**src/rtl/oc8051_ecc_enc.sv**
```systemverilog
// SECDED Hamming encoder with fault injection and a 2-entry output FIFO.
// Codeword is extended Hamming: parity at powers of two, overall parity at bit 0.
package oc8051_ecc_enc_pkg;
  function automatic int ecc_m(input int k);
    for (int i = 1; i < 31; i++) begin
      if ((1 << i) >= i + k + 1) return i;
    end
    return 31;
  endfunction
endpackage

module oc8051_ecc_enc
  import oc8051_ecc_enc_pkg::*;
#(
  parameter int K = 8,
  parameter bit P0_LSB = 1'b1,
  localparam int M = ecc_m(K),
  localparam int N = M + K,
  localparam int PW = $clog2(N + 1)
) (
  input  logic          clk_i,
  input  logic          rst_ni,
  input  logic          clkena_i,
  input  logic [K-1:0]  d_i,
  input  logic          valid_i,
  output logic          ready_o,
  input  logic [1:0]    inj_mode_i,
  input  logic [PW-1:0] inj_pos_i,
  output logic [N:0]    q_o,
  output logic          valid_o,
  input  logic          ready_i,
  output logic [7:0]    inj_cnt_o
);

  logic [N:0] cw;
  logic [N:0] flip;
  logic [N:0] enc_cw;
  logic [N:0] wr_q;
  logic       wr_inj;

  always_comb begin
    int di;
    int p0;
    int p1;
    logic par;
    cw = '0;
    di = 0;
    for (int p = 1; p <= N; p++) begin
      if ((p & (p - 1)) != 0) begin
        cw[p] = d_i[di];
        di++;
      end
    end
    for (int i = 0; i < M; i++) begin
      par = 1'b0;
      for (int p = 1; p <= N; p++) begin
        if ((((p >> i) & 1) != 0) && ((p & (p - 1)) != 0))
          par = par ^ cw[p];
      end
      cw[1 << i] = par;
    end
    cw[0] = ^cw[N:1];
    p0 = int'(inj_pos_i);
    p1 = (p0 + 1) % (N + 1);
    flip = '0;
    case (inj_mode_i)
      2'b01: begin
        if (p0 <= N) flip[p0] = 1'b1;
      end
      2'b10: begin
        if (p0 <= N) flip[p0] = 1'b1;
        if (p1 <= N) flip[p1] = 1'b1;
      end
      default: ;
    endcase
    enc_cw = cw ^ flip;
    wr_inj = |flip;
    if (P0_LSB) wr_q = enc_cw;
    else        wr_q = {enc_cw[0], enc_cw[N:1]};
  end

  // Head register drives q_o and keeps its value once drained.
  logic [N:0] hd_q, hd_d, bf_q, bf_d;
  logic       hd_vld_q, hd_vld_d, bf_vld_q, bf_vld_d;
  logic       hd_inj_q, hd_inj_d, bf_inj_q, bf_inj_d;
  logic       rdy_q, rdy_d;
  logic [7:0] cnt_q, cnt_d;
  logic       push, pop;

  always_comb begin
    hd_d     = hd_q;
    hd_vld_d = hd_vld_q;
    hd_inj_d = hd_inj_q;
    bf_d     = bf_q;
    bf_vld_d = bf_vld_q;
    bf_inj_d = bf_inj_q;
    cnt_d    = cnt_q;
    push = clkena_i & valid_i & rdy_q;
    pop  = clkena_i & hd_vld_q & ready_i;
    if (pop && hd_inj_q && cnt_q != 8'hFF)
      cnt_d = cnt_q + 8'd1;
    if (pop) begin
      if (bf_vld_q) begin
        hd_d     = bf_q;
        hd_inj_d = bf_inj_q;
        bf_vld_d = push;
        if (push) begin
          bf_d     = wr_q;
          bf_inj_d = wr_inj;
        end
      end else begin
        hd_vld_d = push;
        if (push) begin
          hd_d     = wr_q;
          hd_inj_d = wr_inj;
        end
      end
    end else if (push) begin
      if (hd_vld_q) begin
        bf_d     = wr_q;
        bf_inj_d = wr_inj;
        bf_vld_d = 1'b1;
      end else begin
        hd_d     = wr_q;
        hd_inj_d = wr_inj;
        hd_vld_d = 1'b1;
      end
    end
    rdy_d = !(hd_vld_d && bf_vld_d);
  end

  always_ff @(posedge clk_i or negedge rst_ni) begin
    if (!rst_ni) begin
      hd_q     <= '0;
      hd_vld_q <= 1'b0;
      hd_inj_q <= 1'b0;
      bf_q     <= '0;
      bf_vld_q <= 1'b0;
      bf_inj_q <= 1'b0;
      rdy_q    <= 1'b1;
      cnt_q    <= 8'd0;
    end else begin
      hd_q     <= hd_d;
      hd_vld_q <= hd_vld_d;
      hd_inj_q <= hd_inj_d;
      bf_q     <= bf_d;
      bf_vld_q <= bf_vld_d;
      bf_inj_q <= bf_inj_d;
      rdy_q    <= rdy_d;
      cnt_q    <= cnt_d;
    end
  end

  assign q_o       = hd_q;
  assign valid_o   = hd_vld_q;
  assign ready_o   = rdy_q;
  assign inj_cnt_o = cnt_q;

endmodule

```
**config.mk**
```make
export PLATFORM = sky130hd
export DESIGN_NAME = oc8051_ecc_enc
export DESIGN_NICKNAME = d
export VERILOG_FILES = /design/src/rtl/oc8051_ecc_enc.sv
export SDC_FILE = /design/constraint.sdc
export NUM_CORES = 1
export LEC_CHECK = 0
export BUFFER_PORTS_ARGS = -buffer_cell sky130_fd_sc_hd__buf_4
export CAP_MARGIN = 20
export CORE_MARGIN = 2
export CORE_UTILIZATION = 30
export DETAILED_ROUTE_END_ITERATION = 12
export SYNTH_ARGS = -nofsm -noshare
export SYNTH_HDL_FRONTEND = slang
export SYNTH_SLANG_ARGS = --single-unit
export TNS_END_PERCENT = 100
```
**constraint.sdc**
```tcl
create_clock -name clk_i -period 1.8 [get_ports clk_i]
set_clock_uncertainty 0.1 [all_clocks]
set_input_delay 0.09 -clock clk_i [delete_from_list [all_inputs] [get_ports clk_i]]
set_output_delay 0.09 -clock clk_i [all_outputs]
set_load 0.02 [all_outputs]
```
; ---- After elaboration in Yosys (flattened, before gate mapping)
; Index checks and enable logic that the tools add are counted.
[word_totals]
output_inout_bits = 23
inputBits = 19
latch_bits = 0
rom_bits = 0
reg_bits = 39
elab_cells = 88
memories = 0
mem_bits_rw = 0
[op_classes]
n_shift = 0
reduce_logical = 13
n_bitwise = 20
add_sub_neg = 2
n_div = 1
muxes = 33
n_eq_ne = 5
n_mul = 0
magnitude_cmp = 6
[ops]
columns = operator, count
row1 = $mux W13, 12
row2 = $ge A32 B1 Y1 const B, 1
row3 = $le A32 B5 Y1 const B, 1
row4 = $lt A32 B6 Y1 const B, 1
row5 = $mod A32 B5 Y32 const B, 1
row6 = $pmux W13 S2, 1
row7 = $mux W1, 18
row8 = $xor A1 B1 Y1, 14
row9 = $or A13 B13 Y13, 1
row10 = $reduce_or A13 Y1, 1
row11 = $xor A13 B13 Y13, 1
row12 = $reduce_xor A12 Y1, 1
row13 = $add A8 B1 Y8 const B, 1
row14 = $demux W1 S4, 2
row15 = $ne A8 B8 Y1 const B, 1
row16 = $reduce_and A3 Y1, 2
row17 = $reduce_bool A2 Y1, 3
row18 = $add A4 B1 Y5 const B, 1
row19 = $logic_and A1 B1 Y1, 5
row20 = $lt A4 B5 Y1 const B, 1
row21 = $and A1 B1 Y1, 4
row22 = $ge A4 B1 Y1 const B, 1
row23 = $le A4 B4 Y1 const B, 1
row24 = $eq A2 B1 Y1 const B, 1
row25 = other kinds (4), 4

; ---- Longest topological paths before layout
[depth]
word_depth = 13
ltp_mapped = 15
ltp_nobuf = 13

; ---- Worst setup path after synthesis
; No wires, ideal clock.
[synth_timing]
kind = input -> register
from = input port inj_pos_i[0]
to = register bf_q[2]
path_buffers = 2
setup_time_ps = 128
required_ps = 1572
t_arrival_ps = 3118
slack_ps = -1547
path_stages = 15
path_cell_list = buf_2 -> inv_1 -> ha_1 -> clkbuf_1 -> inv_1 -> a21boi_0 -> ha_1 -> a21oi_1 -> a21o_1 -> o21ai_2 -> a31oi_4 -> mux2_2 -> o32a_1 -> xnor2_1 -> o21ai_1
[synth_between]
elab_chain_len = 13
elab_cells_between_ends = 25
classes_between = 1 x add/sub / 1 x div / 6 x order compare / 13 x mux / 2 x bitwise / 2 x reduce/logical
[synth_rtl]
columns = item, line
row1 = "start, declared", 28  ; input logic [PW-1:0] inj_pos_i,
row2 = $add A4 B1 Y5 (tied with other cells), 64  ; p1 = (p0 + 1) % (N + 1);
row3 = $mod A32 B5 Y32 / $logic_and A1 B1 Y1 (equally long branches), "64, 68, 71"
row4 = $ge A32 B1 Y1 (not written as such) (tied with other cells), 72  ; if (p1 <= N) flip[p1] = 1'b1;
row5 = $logic_and A1 B1 Y1 (not written as such) / $demux W1 S4 (equally long branches), "72, 68, 71"
row6 = $mux W1 (not written as such) / $mux W13 (equally long branches), "72, 68, 71"
row7 = $demux W1 S4 / $mux W13 (equally long branches), "72, 66"
row8 = $or A13 B13 Y13 (no line), n/a
row9 = $mux W13, 72
row10 = $pmux W13 S2 (*), 66  ; case (inj_mode_i)
row11 = $xor A13 B13 Y13 (*), 76  ; enc_cw = cw ^ flip;
row12 = $mux W13 (on tied branches), "119, 107"
row13 = $mux W13 (on tied branches), "118, 103"
row14 = $mux W13 (*), 102  ; if (pop) begin
row15 = "end signal, assigned", 137  ; bf_q <= '0;
row16 = "end signal, assigned", 146  ; bf_q <= bf_d;
row17 = "end, declared", 83  ; logic [N:0] hd_q, hd_d, bf_q, bf_d;
; Mark *: on every way between the ends. The rest lies on a longest branch, timed or not. The select of a mux whose other input is x is not followed.
; A chain may end at the register's enable or synchronous reset.

; ---- Final worst setup path
[layout_timing]
from = input port inj_pos_i[0]
to = register bf_inj_q
[layout_between]
elab_chain_len = 13
elab_cells_between_ends = 25
classes_between = 1 x add/sub / 1 x div / 6 x order compare / 13 x mux / 1 x bitwise / 3 x reduce/logical
[layout_rtl]
columns = item, line
row1 = $add A4 B1 Y5 (tied with other cells), 64
row2 = $mod A32 B5 Y32 / $logic_and A1 B1 Y1 (equally long branches), "64, 68, 71"
row3 = $ge A32 B1 Y1 (not written as such) (tied with other cells), 72
row4 = $logic_and A1 B1 Y1 (not written as such) / $demux W1 S4 (equally long branches), "72, 68, 71"
row5 = $mux W1 (not written as such) / $mux W13 (equally long branches), "72, 68, 71"
row6 = $demux W1 S4 / $mux W13 (equally long branches), "72, 66"
row7 = $or A13 B13 Y13 (no line), n/a
row8 = $mux W13, 72
row9 = $pmux W13 S2 (*), 66
row10 = $reduce_or A13 Y1 (*), 77  ; wr_inj = |flip;
row11 = $mux W1 (on tied branches), "119, 107"
row12 = $mux W1 (on tied branches), "118, 103"
row13 = $mux W1 (*), 102
row14 = "end signal, assigned", 148  ; bf_inj_q <= bf_inj_d;
row15 = "end, declared", 85  ; logic hd_inj_q, hd_inj_d, bf_inj_q, bf_inj_d;
; Marked as above.

==> impl_metrics.json <==
{
  "status": "finished, violations left",
  "violations": "negative setup slack",
  "ant_nets": 0,
  "fin_area_um2": 4280,
  "fillCellCount": 896,
  "io_pins": 42,
  "yosys_warnings": 0,
  "crit_fanout": 6,
  "antenna_found_initial": 0,
  "syn_nets": 368,
  "finalSetupViolCount": 28,
  "vias": 2865,
  "wirelength_mm": 8.12,
  "fin_crit_ps": 2660,
  "p_leak_nw": 1.95,
  "die_w_um": 102,
  "drv_slew": 0,
  "cts.sinks": 39,
  "drc": 0,
  "grt_pass1_wl_mm": 13.6,
  "cp-start-kind": "input pin",
  "initial_core_util": 0.312,
  "numCtsBuffers": 5,
  "worst_pin_slew_ps": 469,
  "place_ws_ps": -1240,
  "wl_per_cell_um": 14.0,
  "clkSlewWorstSetupHoldPaths_ps": 80,
  "grt_start_max_net_pins": 40,
  "fin_nets": 482,
  "yosysSeqAreaShare": 0.336,
  "dpl.hpwl_mm": 6.59,
  "critical_path_class": "in -> reg",
  "clock.fmax_mhz": 375,
  "multi_input_area_um2": 2000,
  "cts_tree": "done",
  "finalHoldViolCount": 0,
  "grt.total_usage": 0.162,
  "worstPathRequired_ps": 1920,
  "max_slew_margin": 0.682,
  "grt_pass1_vias": 2822,
  "cap_viol_max_count": 0,
  "worst_slack_ps": -863,
  "diodes": 0,
  "crit_arrival_ps": 2780,
  "overflow": 0,
  "final_cell_mix": "buf_4, nand2_1, dfrtp_1",
  "power.density_nw_per_um2": 992,
  "dpl_cell_area_um2": 3970,
  "hold_class": "in -> reg",
  "num_rows": 35,
  "ys.flop_type": "dfrtp_1",
  "ys_ff_latch": 39,
  "h-tree-depth": 2,
  "synth.distinct_cells": 60,
  "rsz0062_at_grt": "yes",
  "core_area_um2": 9330,
  "drt_iter0_markers": 101,
  "final_common_cell": "buf_4",
  "die-height_um": 102,
  "end_kind": "register",
  "async_flop_share": 1.00,
  "drive_above_1_share": 0.379,
  "ir_worst_vdd_v": 0.000538,
  "die_area_um2": 10500,
  "synth.avg_cell_area_um2": 8.65,
  "cts_buffer_depth": 2,
  "viasPerCell": 4.94,
  "clkLatencyLatePin_ps": 300,
  "regArea_um2": 977,
  "drtPass1Iterations": 4,
  "synthCells": 336,
  "fin_crit_sh": 1.48,
  "portBuffers": 41,
  "syn_area_um2": 2910,
  "cts-root-buf": "clkbuf_8",
  "gp_congestion": 0.875,
  "synth_enable_flop_cells": 0,
  "syn2layout_area_growth_pct": 47.4
}
## routing by layer
metal,share of wire,GRT usage,routed length [um]
met4,0.016,0.0451,127
met5,0,0,0
met1,0.44,0.202,3570
met3,0.034,0.0205,275
met2,0.51,0.294,4150
## sequential cells by signal (all words and copies together) (netlist names)
| name | flops |
|---|---|
| bf_q | 13 |
| q_o | 13 |
| inj_cnt_o | 8 |
| bf_inj_q | 1 |
| bf_vld_q | 1 |
| hd_inj_q | 1 |
| ready_o | 1 |
| valid_o | 1 |
## path summary, 6_finish.rpt
kind | start | endpoint | slack [ps] | cells after the start
setup / recovery | inj_pos_i[0] | bf_inj_q | -860 | 15
hold / removal | clkena_i | valid_o | 20 | 2
setup reg to reg | ready_o | bf_q[12] | 30 | 4
hold reg to reg | bf_q[10] | bf_q[10] | 380 | 2
max in group asynchronous | rst_ni | ready_o | 1030 | 2
min in group asynchronous | rst_ni | q_o[3] | 210 | 2
## through the flow
stage	total power, mW	instances	setup TNS, ps	utilization	hold WS [ps]
after floorplan	2.63	336	-24970	-	-306
after global placement	3.43	562	-31280	0.425	-17.2
after detailed placement	3.48	562	-32210	0.425	-14.3
after CTS	4.27	576	-20050	0.452	4.49
after global routing	4.57	580	-23630	0.459	14.2
final	4.25	580	-21320	0.459	17.5
## cell families (layout without fill, tap and decap cells)
logic type               after synthesis  count (layout)  synth area share
adder cells (fa/ha/maj)               13              13            0.0560
flip-flops                            39              39             0.336
XOR/XNOR                              38              38             0.117
buffers and inverters                 34             149            0.0456
AO/OA/AOI/OAI                        100             100             0.245
multiplexers                           8               8            0.0314
AND/OR/NAND/NOR                      104             104             0.169
## synth_stat cells, drive strengths merged, types with 2 or more instances
cell | number | area, um2
nand2 | 43 | 161
dfrtp | 38 | 951
xnor2 | 31 | 272
o21ai | 29 | 149
inv | 20 | 75.1
a21oi | 19 | 95.1
nor2 | 15 | 58.8
nand3 | 14 | 70.1
ha | 13 | 163
clkbuf | 9 | 33.8
a22oi | 7 | 52.6
xor2 | 7 | 68.8
mux2 | 6 | 71.3
or3 | 6 | 37.5
a21o | 5 | 37.5
buf | 5 | 23.8
nor3 | 5 | 25.0
o21bai | 5 | 37.5
a22o | 4 | 35.0
and3 | 4 | 25.0
o211ai | 4 | 30.0
a311oi | 3 | 26.3
and2 | 3 | 21.3
nand2b | 3 | 18.8
nand4 | 3 | 18.8
o2111ai | 3 | 38.8
a211oi | 2 | 15.0
a31o | 2 | 17.5
a31oi | 2 | 27.5
mux2i | 2 | 20.0
nor2b | 2 | 12.5
o22ai | 2 | 12.5
o32a | 2 | 20.0
o32ai | 2 | 32.5
or2 | 2 | 12.5
## final cells by class
type | instances | area share
Clock inverter | 3 | 0.0102
Tap cell | 129 | 0.0377
Timing Repair Buffer | 121 | 0.222
Inverter | 20 | 0.0187
Multi-Input combinational cell | 263 | 0.467
Clock buffer | 5 | 0.0161
Sequential cell | 39 | 0.228
## report_power, final
part	switching [mW]	total (mW)	internal, mW
Sequential	0.228	1.48	1.25
Clock	0.316	0.729	0.413
Combinational	1.05	2.04	0.991
## critical path, stage by stage
cell and delay (ps):
buf_12 120, ha_4 170, xor2_4 160, inv_2 80, ha_4 160, or2_4 250, o211ai_1 220, buf_4 160
o21ai_4 80, a31o_1 240, mux2_4 350, o32ai_4 300, nor4_1 110, buf_4 150, o21ai_0 140
## repair_timing
item                                    CTS  global route
pin swaps                                11             4
gates resized for setup                  21             7
hold buffers                              2             0
endpoints found under the setup margin   28            32
buffers inserted                          4             4
endpoints found under the hold margin    40             0
Power figures use the tool's default switching activity.
